`config.mk`:
```
export PLATFORM = sky130hd
export DESIGN_NAME = clock_set_controller
export DESIGN_NICKNAME = d
export VERILOG_FILES = /design/src/rtl/clock_pkg.sv /design/src/rtl/button_debounce.sv /design/src/rtl/clock_set_controller.sv
export SDC_FILE = /design/constraint.sdc
export NUM_CORES = 1
export LEC_CHECK = 0
export CAP_MARGIN = 30
export CORE_UTILIZATION = 57
export CTS_CLUSTER_DIAMETER = 80
export DETAILED_ROUTE_END_ITERATION = 6
export PLACE_DENSITY = 0.8
export SLEW_MARGIN = 20
export SYNTH_ARGS = -nofsm -noshare
export SYNTH_HDL_FRONTEND = slang
export SYNTH_SLANG_ARGS = --single-unit
```
`constraint.sdc`:
```
create_clock -name clk -period 3 [get_ports clk]
set_input_delay 0.6 -clock clk [delete_from_list [all_inputs] [get_ports clk]]
set_output_delay 0.6 -clock clk [all_outputs]
set_load 0.01 [all_outputs]
```
`src/rtl/clock_pkg.sv`:
```
// Shared types and constants for the front-panel clock-setting sequencer:
// FSM state encoding, field-select codes and BCD field limits.
package clock_pkg;

  typedef enum logic [2:0] {
    RUN,
    EDIT_H,
    COMMIT_H,
    EDIT_M,
    COMMIT_M,
    EDIT_S,
    COMMIT_S
  } state_e;

  typedef enum logic [1:0] {
    SEL_NONE = 2'b00,
    SEL_HOUR = 2'b01,
    SEL_MIN  = 2'b10,
    SEL_SEC  = 2'b11
  } sel_e;

  localparam logic [7:0] HOUR_MAX   = 8'h23;
  localparam logic [7:0] MINSEC_MAX = 8'h59;

endpackage

```
`src/rtl/button_debounce.sv`:
```
// One push-button front end: two-flop synchroniser, stability counter and a
// single-cycle pulse on each accepted 0->1 transition of the debounced level.
module button_debounce #(
  parameter logic [15:0] DEBOUNCE_CYCLES = 16'd50000
) (
  input  logic clk,
  input  logic rst,
  input  logic btn_i,
  output logic press_o
);

  logic        sync1_q, sync2_q;
  logic        stable_q, stable_d;
  logic        press_q, press_d;
  logic [15:0] cnt_q, cnt_d;

  // Bring the raw pin into the clk domain.
  // NOTE: sequential state uses non-blocking (<=) so every flop samples pre-edge values.
  always_ff @(posedge clk or posedge rst) begin
    if (rst) begin
      sync1_q <= 1'b0;
      sync2_q <= 1'b0;
    end else begin
      sync1_q <= btn_i;
      sync2_q <= sync1_q;
    end
  end

  // Accept a new level only after it differs from the stable one for DEBOUNCE_CYCLES samples.
  // NOTE: every combinational output gets a default first so no latch is inferred.
  always_comb begin
    cnt_d    = 16'd0;
    stable_d = stable_q;
    press_d  = 1'b0;
    if (sync2_q != stable_q) begin
      if (cnt_q == DEBOUNCE_CYCLES - 16'd1) begin
        stable_d = sync2_q;
        press_d  = sync2_q;
      end else begin
        cnt_d = cnt_q + 16'd1;
      end
    end
  end

  // Debounce state registers.
  always_ff @(posedge clk or posedge rst) begin
    if (rst) begin
      cnt_q    <= 16'd0;
      stable_q <= 1'b0;
      press_q  <= 1'b0;
    end else begin
      cnt_q    <= cnt_d;
      stable_q <= stable_d;
      press_q  <= press_d;
    end
  end

  assign press_o = press_q;

endmodule

```
`src/rtl/clock_set_controller.sv`:
```
// Front-panel sequencer for ClockAndSet: walks hour -> minute -> second
// editing from three buttons and issues select/value/confirm load strobes.
// Optional build macro EDIT_TIMEOUT_EN abandons an idle edit after
// TIMEOUT_CYCLES; without it TIMEOUT_CYCLES is unused.
module clock_set_controller
  import clock_pkg::*;
#(
  parameter logic [15:0] DEBOUNCE_CYCLES = 16'd50000,
  parameter logic [7:0]  CONFIRM_CYCLES  = 8'd4,
  parameter logic [31:0] TIMEOUT_CYCLES  = 32'd50000000
) (
  input  logic       clk,
  input  logic       cr,
  input  logic       btn_mode,
  input  logic       btn_inc,
  input  logic       btn_dec,
  input  logic [7:0] hour_in,
  input  logic [7:0] minute_in,
  input  logic [7:0] second_in,
  output logic [1:0] clock_set_select,
  output logic       set_confirm,
  output logic [7:0] set_value,
  output logic [2:0] blink,
  output logic       editing
);

  logic   p_mode, p_inc, p_dec;
  state_e state_q, state_d;
  logic [7:0] edit_q, edit_d;
  logic [7:0] conf_cnt_q, conf_cnt_d;
`ifdef EDIT_TIMEOUT_EN
  logic [31:0] idle_q, idle_d;
`endif

  button_debounce #(.DEBOUNCE_CYCLES(DEBOUNCE_CYCLES)) u_db_mode (
    .clk(clk), .rst(cr), .btn_i(btn_mode), .press_o(p_mode)
  );
  button_debounce #(.DEBOUNCE_CYCLES(DEBOUNCE_CYCLES)) u_db_inc (
    .clk(clk), .rst(cr), .btn_i(btn_inc), .press_o(p_inc)
  );
  button_debounce #(.DEBOUNCE_CYCLES(DEBOUNCE_CYCLES)) u_db_dec (
    .clk(clk), .rst(cr), .btn_i(btn_dec), .press_o(p_dec)
  );

  // BCD step with wrap; anything non-BCD or above the field limit snaps to 00.
  function automatic logic [7:0] bcd_step(input logic [7:0] v, input logic [7:0] max_v,
                                          input logic up);
    logic [3:0] hi;
    logic [3:0] lo;
    hi = v[7:4];
    lo = v[3:0];
    if (hi > 4'd9 || lo > 4'd9 || v > max_v) return 8'h00;
    if (up) begin
      if (v == max_v) return 8'h00;
      if (lo == 4'd9) return {hi + 4'd1, 4'd0};
      return {hi, lo + 4'd1};
    end
    if (v == 8'h00) return max_v;
    if (lo == 4'd0) return {hi - 4'd1, 4'd9};
    return {hi, lo - 4'd1};
  endfunction

  // Next-state, edit register and Moore outputs.
  always_comb begin
    state_d          = state_q;
    edit_d           = edit_q;
    conf_cnt_d       = 8'd0;
`ifdef EDIT_TIMEOUT_EN
    idle_d           = 32'd0;
`endif
    clock_set_select = SEL_NONE;
    set_confirm      = 1'b0;
    set_value        = 8'h00;
    blink            = 3'b000;
    editing          = 1'b0;

    case (state_q)
      RUN: begin
        if (p_mode) begin
          state_d = EDIT_H;
          edit_d  = hour_in;
        end
      end

      EDIT_H, EDIT_M, EDIT_S: begin
        editing   = 1'b1;
        set_value = edit_q;
        blink     = (state_q == EDIT_H) ? 3'b100 :
                    (state_q == EDIT_M) ? 3'b010 : 3'b001;
        if (p_mode) begin
          state_d = (state_q == EDIT_H) ? COMMIT_H :
                    (state_q == EDIT_M) ? COMMIT_M : COMMIT_S;
        end else if (p_inc ^ p_dec) begin
          edit_d = bcd_step(edit_q, (state_q == EDIT_H) ? HOUR_MAX : MINSEC_MAX, p_inc);
        end
`ifdef EDIT_TIMEOUT_EN
        if (!(p_mode || p_inc || p_dec)) begin
          if (idle_q == TIMEOUT_CYCLES - 32'd1) state_d = RUN;
          else                                  idle_d  = idle_q + 32'd1;
        end
`endif
      end

      COMMIT_H, COMMIT_M, COMMIT_S: begin
        editing     = 1'b1;
        set_value   = edit_q;
        set_confirm = 1'b1;
        clock_set_select = (state_q == COMMIT_H) ? SEL_HOUR :
                           (state_q == COMMIT_M) ? SEL_MIN  : SEL_SEC;
        blink       = (state_q == COMMIT_H) ? 3'b100 :
                      (state_q == COMMIT_M) ? 3'b010 : 3'b001;
        if (conf_cnt_q == CONFIRM_CYCLES - 8'd1) begin
          case (state_q)
            COMMIT_H: begin state_d = EDIT_M; edit_d = minute_in; end
            COMMIT_M: begin state_d = EDIT_S; edit_d = second_in; end
            default:  state_d = RUN;
          endcase
        end else begin
          conf_cnt_d = conf_cnt_q + 8'd1;
        end
      end

      default: state_d = RUN;
    endcase
  end

  // State, edit value and pulse-width counter registers.
  always_ff @(posedge clk or posedge cr) begin
    if (cr) begin
      state_q    <= RUN;
      edit_q     <= 8'h00;
      conf_cnt_q <= 8'd0;
    end else begin
      state_q    <= state_d;
      edit_q     <= edit_d;
      conf_cnt_q <= conf_cnt_d;
    end
  end

`ifdef EDIT_TIMEOUT_EN
  // Idle counter for abandoning an untouched edit.
  always_ff @(posedge clk or posedge cr) begin
    if (cr) idle_q <= 32'd0;
    else    idle_q <= idle_d;
  end
`endif

endmodule

```
* Yosys cells after proc, flatten, opt, wreduce, memory -nomap -nowiden
Index checks and enable logic that the tools add are counted.
** Operators by class
- Add/subtract/negate cells :: 8
- $mul :: 0
- Divide/modulo/power cells :: 0
- Order comparisons :: 3
- Eq/ne operators :: 22
- Shift operators :: 0
- Multiplexer cells :: 89
- Bitwise logic cells :: 1
- Reductions and logical operators :: 15
** Operators by type and width (number)
- $mux W8 :: 22
- $mux W16 :: 6
- $add A16 B1 Y16 const B :: 3
- $eq A16 B16 Y1 const B :: 3
- $mux W1 :: 44
- $pmux W8 S3 :: 1
- $mux W3 :: 6
- $pmux W8 S2 :: 1
- $pmux W3 S2 :: 2
- $mux W2 :: 5
- $eq A3 B3 Y1 const B :: 3
- $pmux W3 S3 :: 1
- $add A4 B1 Y4 const B :: 2
- $add A8 B1 Y8 const B :: 1
- $eq A8 B2 Y1 const B :: 1
- $eq A8 B7 Y1 :: 1
- $gt A4 B4 Y1 const B :: 2
- $gt A8 B7 Y1 :: 1
- $logic_not A8 Y1 :: 1
- $sub A4 B1 Y4 const B :: 2
- $mux W7 :: 1
- $reduce_and A7 Y1 :: 1
- $eq A3 B2 Y1 const B :: 2
- $ne A2 B2 Y1 const B :: 3
- other kinds (16) :: 23
** Storage, ports and cells
- Register bits :: 79
- Latch bits :: 0
- Bits in writable memories :: 0
- ROM bits :: 0
- Output and inout bits :: 15
- Memories :: 0

* Logic depth before layout (Yosys ltp)
Gate-level depths: netlist (run 1).
- Depth in word-level cells :: 30
- Mapped depth :: 11
- Depth with buffers taken out :: 10

* By module
Synthesis (run 1) repeated with hierarchy kept, for this count alone.
** Unflattened totals
- Cell total of the unflattened synthesis :: 500
- Area total of the unflattened synthesis :: 4639.4 sq um
** Modules (own cells, without submodules)
- button_debounce :: times used 3, cells each 87, area an instance 930.9 sq um, seq. area each 500.5 sq um
- clock_set_controller :: times used 1, cells each 239, area an instance 1846.8 sq um, seq. area each 475.5 sq um

* Least setup slack after synthesis (run 1)
No wires, ideal clock.
- Path kind :: reg2reg
- From :: register state_q[0]
- To :: register edit_q[6]
- Library setup time :: 96 ps
- Data arrival time :: 2615 ps
- Required time :: 2904 ps
- Slack :: 290 ps
- Stages on the path, launching flop included :: 11
- Path buffers :: 2
- Period minus slack after synthesis :: 2710 ps
- Cell sequence :: dfrtp_1 > clkbuf_1 > clkbuf_1 > nand2_1 > inv_1 > ha_1 > and3_1 > and3_1 > a22o_4 > a31o_4 > o32ai_2
** On the way
- Longest elaborated chain between the ends :: 20
- Elaborated cells between the ends (all ways) :: 47
- Those cells by class :: 1 x order compare; 13 x eq/ne; 27 x mux; 6 x reduce/logical
** Ends and longest elaborated chain
- start: declaration :: RTL line clock_set_controller.sv:28 : state_e state_q, state_d;
- start signal: assignment :: RTL line clock_set_controller.sv:134 : state_q <= state_d;
- $eq A3 B1 Y1 :: RTL line clock_set_controller.sv:77, clock_set_controller.sv:94
- $mux W7 :: RTL line clock_set_controller.sv:94 : edit_d = bcd_step(edit_q, (state_q == EDIT_H) ? HOUR_MAX : MINSEC_MAX, p_inc);
- $eq A8 B7 Y1 :: RTL line clock_set_controller.sv:54 : if (v == max_v) return 8'h00;
- $mux W1 :: RTL line clock_set_controller.sv:54
- $mux W1 (2 in a row) :: RTL line clock_set_controller.sv:53 : if (up) begin
- $mux W1 :: RTL line clock_set_controller.sv:93 : end else if (p_inc ^ p_dec) begin
- $mux W1 :: RTL line clock_set_controller.sv:90 : if (p_mode) begin
- $mux W1 :: RTL line clock_set_controller.sv:77 : case (state_q)
- (+3 left out)
- $mux W8 :: RTL line clock_set_controller.sv:59 : if (lo == 4'd0) return {hi - 4'd1, 4'd9};
- $mux W8 :: RTL line clock_set_controller.sv:60 : return {hi, lo - 4'd1};
- $mux W8 :: RTL line clock_set_controller.sv:59
- $mux W8 :: RTL line clock_set_controller.sv:58 : if (v == 8'h00) return max_v;
- $mux W8 :: RTL line clock_set_controller.sv:53
- $mux W8 :: RTL line clock_set_controller.sv:93
- $mux W8 :: RTL line clock_set_controller.sv:90
- $pmux W8 S3 :: RTL line clock_set_controller.sv:77
- end signal: assignment :: RTL line clock_set_controller.sv:135 : edit_q <= edit_d;
- end: declaration :: RTL line clock_set_controller.sv:29 : logic [7:0] edit_q, edit_d;
Parallel ways exist; a longest one is shown, timed or not. The select of a mux whose other input is x is not followed.
A chain may end at the register's enable or synchronous reset.

* Final worst setup path (run 1)
- From :: register state_q[1]
- To :: output port set_value[5]
** On the way
- Longest elaborated chain between the ends :: 3
- Elaborated cells between the ends (all ways) :: 8
- Those cells by class :: 6 x eq/ne; 1 x mux; 1 x reduce/logical
** Ends and longest elaborated chain
- $eq A3 B2 Y1 (tied with other cells) :: RTL line clock_set_controller.sv:77
- $reduce_or A6 Y1 (no line) (*)
- $mux W8 (*) :: RTL line clock_set_controller.sv:77
- end: declaration :: RTL line clock_set_controller.sv:22 : output logic [7:0] set_value,
Every way passes the cells marked *; elsewhere a longest branch is shown, timed or not.

==> flow_metrics.py, run 1 <==
metrics = {
    "grt": {
        "grt_overflow": 0,
        "grt_pass1_vias": 3453,
        "grt_use_total": 0.244,
        "antenna_found_initial": 0,
        "grt_pass1_wl_um": 16100,
        "grt_start_max_net_pins": 80,
    },
    "timing": {
        "hold_ws_ps": 352,
        "worst_slew_pin_slew_ps": 540,
        "max_freq_mhz": 355,
        "setup_tns_ps": 0,
        "setup_viol": 0,
        "slew_viol_final": 0,
        "finalHoldViolCount": 0,
        "setup_ws_ps": 184,
        "relSlewSlack": 0.640,
        "min_period_over_period": 0.939,
        "finClkSkew_ps": 8.42,
        "rsz0062_at_grt": "no",
        "finalCriticalPeriod_ps": 2820,
    },
    "clock_tree": {
        "htree_levels": 3,
        "clock_sinks": 79,
        "clk_pin_slew_ps": 70,
        "cts_resized": 0,
        "cts.path.max_buffers": 2,
        "root_buffer": "clkbuf_8",
        "insertion_delay_ps": 350,
        "cts_tree": "done",
        "cts_setup_buffers": 0,
        "cts_buffers": 9,
        "hold_buffers": 0,
    },
    "route": {
        "wire_per_inst_um": 14.6,
        "routed_via_density": 5.69,
        "drc": 0,
        "routed_wl_um": 9210,
        "vias": 3577,
        "drtAntennaViolNets": 0,
        "drt-initial-drc-count": 221,
        "drtPass1Iterations": 4,
    },
    "synth": {
        "syn_inst": 484,
        "syn_area_per_cell_um2": 9.24,
        "ys_types": 61,
        "async_reset_ff_frac": 1.00,
        "ys.flop_type": "dfrtp_1",
        "synth_area_um2": 4470,
        "synth_edf_count": 0,
        "synth_warnings": 0,
        "synth_fp_nets": 524,
        "synth_seq_area_share": 0.442,
        "ys_ff_latch": 79,
    },
    "power_and_ir_drop": {
        "power_frac_clock": 0.421,
        "p_switching_w": 0.000454,
        "p_leak_nw": 2.28,
        "ir_drop_mv": 0.304,
        "power_density_nw_per_um2": 398,
        "share_seq_of_total_power": 0.527,
        "swShare": 0.219,
        "combPwrFrac": 0.051,
        "p_int_w": 0.00162,
    },
    "placed_design": {
        "place.gp.congestion": 0.916,
        "io_buffers": 43,
        "placed_cell_area_um2": 4990,
        "dpl_worst_slack_ps": 487,
        "dp_hpwl_um": 6480,
    },
    "setup_path": {
        "crit_path_start_kind": "register",
        "path_class": "register to primary output",
        "reg2reg_setup_slack_ps": 440,
        "path_max_fanout": 19,
        "required_ps": 2400,
        "end_kind": "primary output",
        "arrival_ps": 2220,
    },
    "die": {
        "start_util": 0.603,
        "core_um2": 7410,
        "num_rows": 31,
        "die_y_um": 90.6,
        "design.die.area_um2": 8200,
        "die-width_um": 90.6,
        "ioPinCount": 44,
    },
    "final_layout": {
        "mostFrequentLayoutCells": "nor2_1, dfrtp_1, clkdlybuf4s50_1",
        "fin_area_um2": 5210,
        "area_growth_syn_to_layout_pct": 16.6,
        "n_antenna_cell": 0,
        "nNetsFinal": 566,
        "utilization": 0.703,
        "final_common_cell": "nor2_1",
        "drive_above_1_share": 0.0830,
    },
    "min_path": {
        "hold_path.class": "register to register",
    },
    "flow_run": {
        "maxCapViolations": 0,
    },
    "outcome": {
        "status": "finished clean",
    },
}
==> routing by layer <==
| metal | wire length (um) | track usage | part of all wire | vias up |
|---|---|---|---|---|
| li1 | - | - | - | 1753 |
| met1 | 4250 | 0.331 | 0.46 | 1713 |
| met2 | 4340 | 0.387 | 0.47 | 100 |
| met3 | 499 | 0.0640 | 0.054 | 11 |
| met4 | 118 | 0.0659 | 0.013 | 0 |
| met5 | 0 | 0 | 0 | - |
==> worst max-delay path, cell delays in order (launching register included) <==
cell,delay [ps]
dfrtp_1,410
buf_4,210
and2_1,180
a21oi_1,230
buf_4,190
and2_1,120
clkdlybuf4s50_1,540
==> cell type report <==
type / instances / area (um^2)
clock buffers: 10 / 138
multi-input cells: 368 / 2330
well taps: 99 / 124
inverters: 18 / 67.6
flip-flops and latches: 79 / 1980
fillers: 596 / 2200
clock inverters: 5 / 81.3
repair buffers: 50 / 495
==> Yosys cell counts (2+ instances only) <==
| cell | number | area share |
|---|---|---|
| a22oi_1 | 2 | 0.0034 |
| a21oi_1 | 12 | 0.013 |
| o21ai_1 | 3 | 0.0034 |
| o21a_1 | 2 | 0.0034 |
| xnor2_1 | 24 | 0.047 |
| or3_1 | 2 | 0.0028 |
| nand2_1 | 40 | 0.034 |
| and3_1 | 19 | 0.027 |
| a22o_1 | 2 | 0.0039 |
| dfrtp_1 | 79 | 0.44 |
| clkbuf_1 | 11 | 0.0092 |
| xor2_1 | 30 | 0.059 |
| o31ai_1 | 2 | 0.0034 |
| ha_1 | 11 | 0.031 |
| o221ai_1 | 2 | 0.0039 |
| inv_1 | 17 | 0.014 |
| o21ai_0 | 10 | 0.011 |
| a31oi_1 | 6 | 0.0084 |
| nand4_1 | 9 | 0.013 |
| a21o_1 | 2 | 0.0034 |
| nand2b_1 | 5 | 0.0070 |
| buf_6 | 2 | 0.0050 |
| nor2_1 | 86 | 0.072 |
| and2_1 | 10 | 0.014 |
| nor3b_1 | 4 | 0.0067 |
| buf_2 | 3 | 0.0034 |
| o31ai_2 | 4 | 0.011 |
| buf_4 | 2 | 0.0034 |
| o22ai_1 | 9 | 0.013 |
| nor2b_1 | 2 | 0.0028 |
| nor4b_1 | 3 | 0.0059 |
| mux2_2 | 3 | 0.0076 |
| nand3_1 | 22 | 0.025 |
| a211o_1 | 2 | 0.0039 |
| nor3_1 | 16 | 0.018 |
==> through the flow <==
stage | instances | power, W
2_1_floorplan | 484 | 0.00117
3_3_place_gp | 614 | 0.00122
3_5_place_dp | 614 | 0.00122
4_1_cts | 629 | 0.00210
5_1_grt | 629 | 0.00216
6_report | 629 | 0.00208
==> state kept, by name (all words and copies together), names as in the netlist, 3 cells and up <==
| register | flops |
|---|---|
| u_db_dec.cnt_q | 16 |
| u_db_inc.cnt_q | 16 |
| edit_q | 8 |
| u_db_mode.cnt_q | 16 |
| state_q | 3 |
| conf_cnt_q | 8 |
==> power by group through the flow <==
stage | clock network (W) | logic [W] | registers, W
2_1_floorplan | 0 | 0.0000553 | 0.00111
3_3_place_gp | 0 | 0.000105 | 0.00111
3_5_place_dp | 0 | 0.000107 | 0.00112
4_1_cts | 0.000900 | 0.000108 | 0.00109
5_1_grt | 0.000943 | 0.000119 | 0.00110
6_report | 0.000874 | 0.000106 | 0.00109
==> worst paths after layout <==
check                      cells after the start         startpoint                end
setup reg to reg                              10         state_q[2]          edit_q[6]
min in group asynchronous                      3                 cr   u_db_dec.sync2_q
hold reg to reg                                0  u_db_mode.sync1_q  u_db_mode.sync2_q
setup / recovery                               6         state_q[1]       set_value[5]
hold / removal                                 0  u_db_mode.sync1_q  u_db_mode.sync2_q
max in group asynchronous                      3                 cr  u_db_mode.sync1_q
==> logic make-up after synthesis <==
family / count (synthesis) / synth area share
XOR/XNOR: 54 / 0.106
multiplexers: 4 / 0.00980
flip-flops: 79 / 0.442
AND/OR/NAND/NOR: 227 / 0.250
adder cells (fa/ha/maj): 11 / 0.0308
buffers and inverters: 37 / 0.0369
AO/OA/AOI/OAI: 72 / 0.124
Note: power is estimated with default switching activity, not from simulation.
==> run 2, diff against run 1 <==
==> constraint.sdc (replaced) <==
create_clock -name clk -period 3 [get_ports clk]
set_input_delay 0.3 -clock clk [delete_from_list [all_inputs] [get_ports clk]]
set_output_delay 0.3 -clock clk [all_outputs]
set_load 0.01 [all_outputs]
==> run 2 against run 1 <==
Core utilization increased by 0.34 points. Combinational power hardly changed. Via count is 0.11% higher. Critical path depth unchanged. Sequential share of layout area decreased by 0.18 points. Largest cell class unchanged. Highest routed layer unchanged.
==> flow_metrics.py, run 2 (synthesis results as in run 1) <==
metrics = {
    "power_and_ir_drop": {
        "power_density_nw_per_um2": 417,
        "ir_drop_mv": 0.375,
        "p_leak_nw": 2.29,
        "fin_total_pwr_w": 0.00218,
    },
    "final_layout": {
        "n_antenna_cell": 0,
        "drive_above_1_share": 0.0830,
        "multi_input_area_um2": 2330,
        "largestRegisters": "u_db_dec.cnt_q (16), u_db_inc.cnt_q (16), u_db_mode.cnt_q (16)",
        "final-seq-area_um2": 1980,
        "nNetsFinal": 565,
        "final_common_cell": "nor2_1",
        "utilization": 0.707,
        "fillCellCount": 555,
        "mostFrequentLayoutCells": "nor2_1, dfrtp_1, clkdlybuf4s50_1",
        "area_growth_syn_to_layout_pct": 17.1,
    },
    "die": {
        "start_util": 0.603,
        "ioPinCount": 44,
        "core_um2": 7410,
        "num_rows": 31,
        "die-width_um": 90.6,
        "die_y_um": 90.6,
        "design.die.area_um2": 8200,
    },
    "placed_design": {
        "dpl_worst_slack_ps": 551,
        "io_buffers": 43,
        "place.gp.congestion": 0.870,
        "dp_hpwl_um": 6650,
    },
    "setup_path": {
        "cp_num_cells": 6,
        "cp_top_family": "buffers and inverters",
        "r2r-end": "edit_q[6]",
        "path_buf_inv": 3,
        "path_max_fanout": 19,
        "cpPeakStageDelay_ps": 530,
        "arrival_ps": 2220,
        "crit_path_start_kind": "register",
        "required_ps": 2700,
        "rr_worst_depth": 10,
        "worst_path_max_delay_cell": "clkdlybuf4s50_1",
        "reg2reg_setup_slack_ps": 500,
        "cp_cell_sequence": "buf_4 > and2_1 > a21oi_1 > buf_4 > and2_1 > clkdlybuf4s50_1",
        "path_class": "register to primary output",
        "end_kind": "primary output",
        "reg2reg_from": "state_q[2]",
    },
    "clock_tree": {
        "cts_tree": "done",
        "htree_levels": 3,
        "insertion_delay_ps": 360,
        "cts_resized": 0,
        "root_buffer": "clkbuf_8",
        "clk_pin_slew_ps": 90,
        "clock_sinks": 79,
        "hold_buffers": 0,
        "cts_setup_buffers": 0,
        "cts.path.max_buffers": 2,
        "cts_buffers": 9,
    },
    "route": {
        "drc": 0,
        "routed_wl_um": 9470,
        "wire_per_inst_um": 15.0,
        "drt-initial-drc-count": 236,
        "drtAntennaViolNets": 0,
        "vias": 3581,
        "routed_via_density": 5.69,
        "drtPass1Iterations": 5,
    },
    "timing": {
        "finalCriticalPeriod_ps": 2520,
        "rsz0062_at_grt": "no",
        "setup_viol": 0,
        "finalHoldViolCount": 0,
        "slew_viol_final": 0,
        "relSlewSlack": 0.624,
        "setup_tns_ps": 0,
        "finClkSkew_ps": 8.87,
        "setup_ws_ps": 476,
        "max_freq_mhz": 396,
        "min_period_over_period": 0.841,
        "worst_slew_pin_slew_ps": 563,
    },
    "grt": {
        "grt_start_max_net_pins": 40,
        "grt_pass1_wl_um": 15600,
        "antenna_found_initial": 0,
        "grt_overflow": 0,
        "grt_use_total": 0.239,
        "grt_pass1_vias": 3446,
    },
    "flow_run": {
        "maxCapViolations": 0,
    },
    "outcome": {
        "status": "finished clean",
    },
    "min_path": {
        "hold_path.class": "input port to async pin",
    },
}
-- run 2: how the worst max path moves through the flow --
stage | startpoint | to | slack [ps]
2_1_floorplan | state_q[0] | edit_q[6] | 290
3_3_place_gp | state_q[2] | edit_q[6] | 620
3_5_place_dp | state_q[2] | edit_q[6] | 550
4_1_cts | state_q[0] | blink[0] | 430
5_1_grt | state_q[0] | blink[0] | 310
6_report | state_q[1] | set_value[5] | 480
-- run 2: metrics by stage --
step                hold WS (ps)  cells  area, um^2
floorplan                    331    484        4470
global placement             332    613        4980
detailed placement           335    613        4980
CTS                          324    629        5240
global route                 373    629        5240
finish                       311    629        5240
-- run 2: where the power goes --
part	internal (W)	leakage (nW)	switching, W
Clock	0.000565	0.126	0.000415
Combinational	0.0000544	1.12	0.0000530
Sequential	0.00108	1.05	0.0000157
Total	0.00170	2.29	0.000484
-- run 2: per-layer routing --
layer	up-vias	global-route usage	part of all wire
met5	-	0	0
met4	0	0.0887	0.022
met3	23	0.0530	0.055
met2	117	0.388	0.47
met1	1683	0.314	0.45
li1	1758	-	-
-- run 2: area by class of cell --
cell class,instances,share of cell area
Clock buffer,9,0.0237
Clock inverter,7,0.0244
Inverter,18,0.0129
Multi-Input combinational cell,368,0.445
Sequential cell,79,0.378
Tap cell,99,0.0237
Timing Repair Buffer,49,0.0932
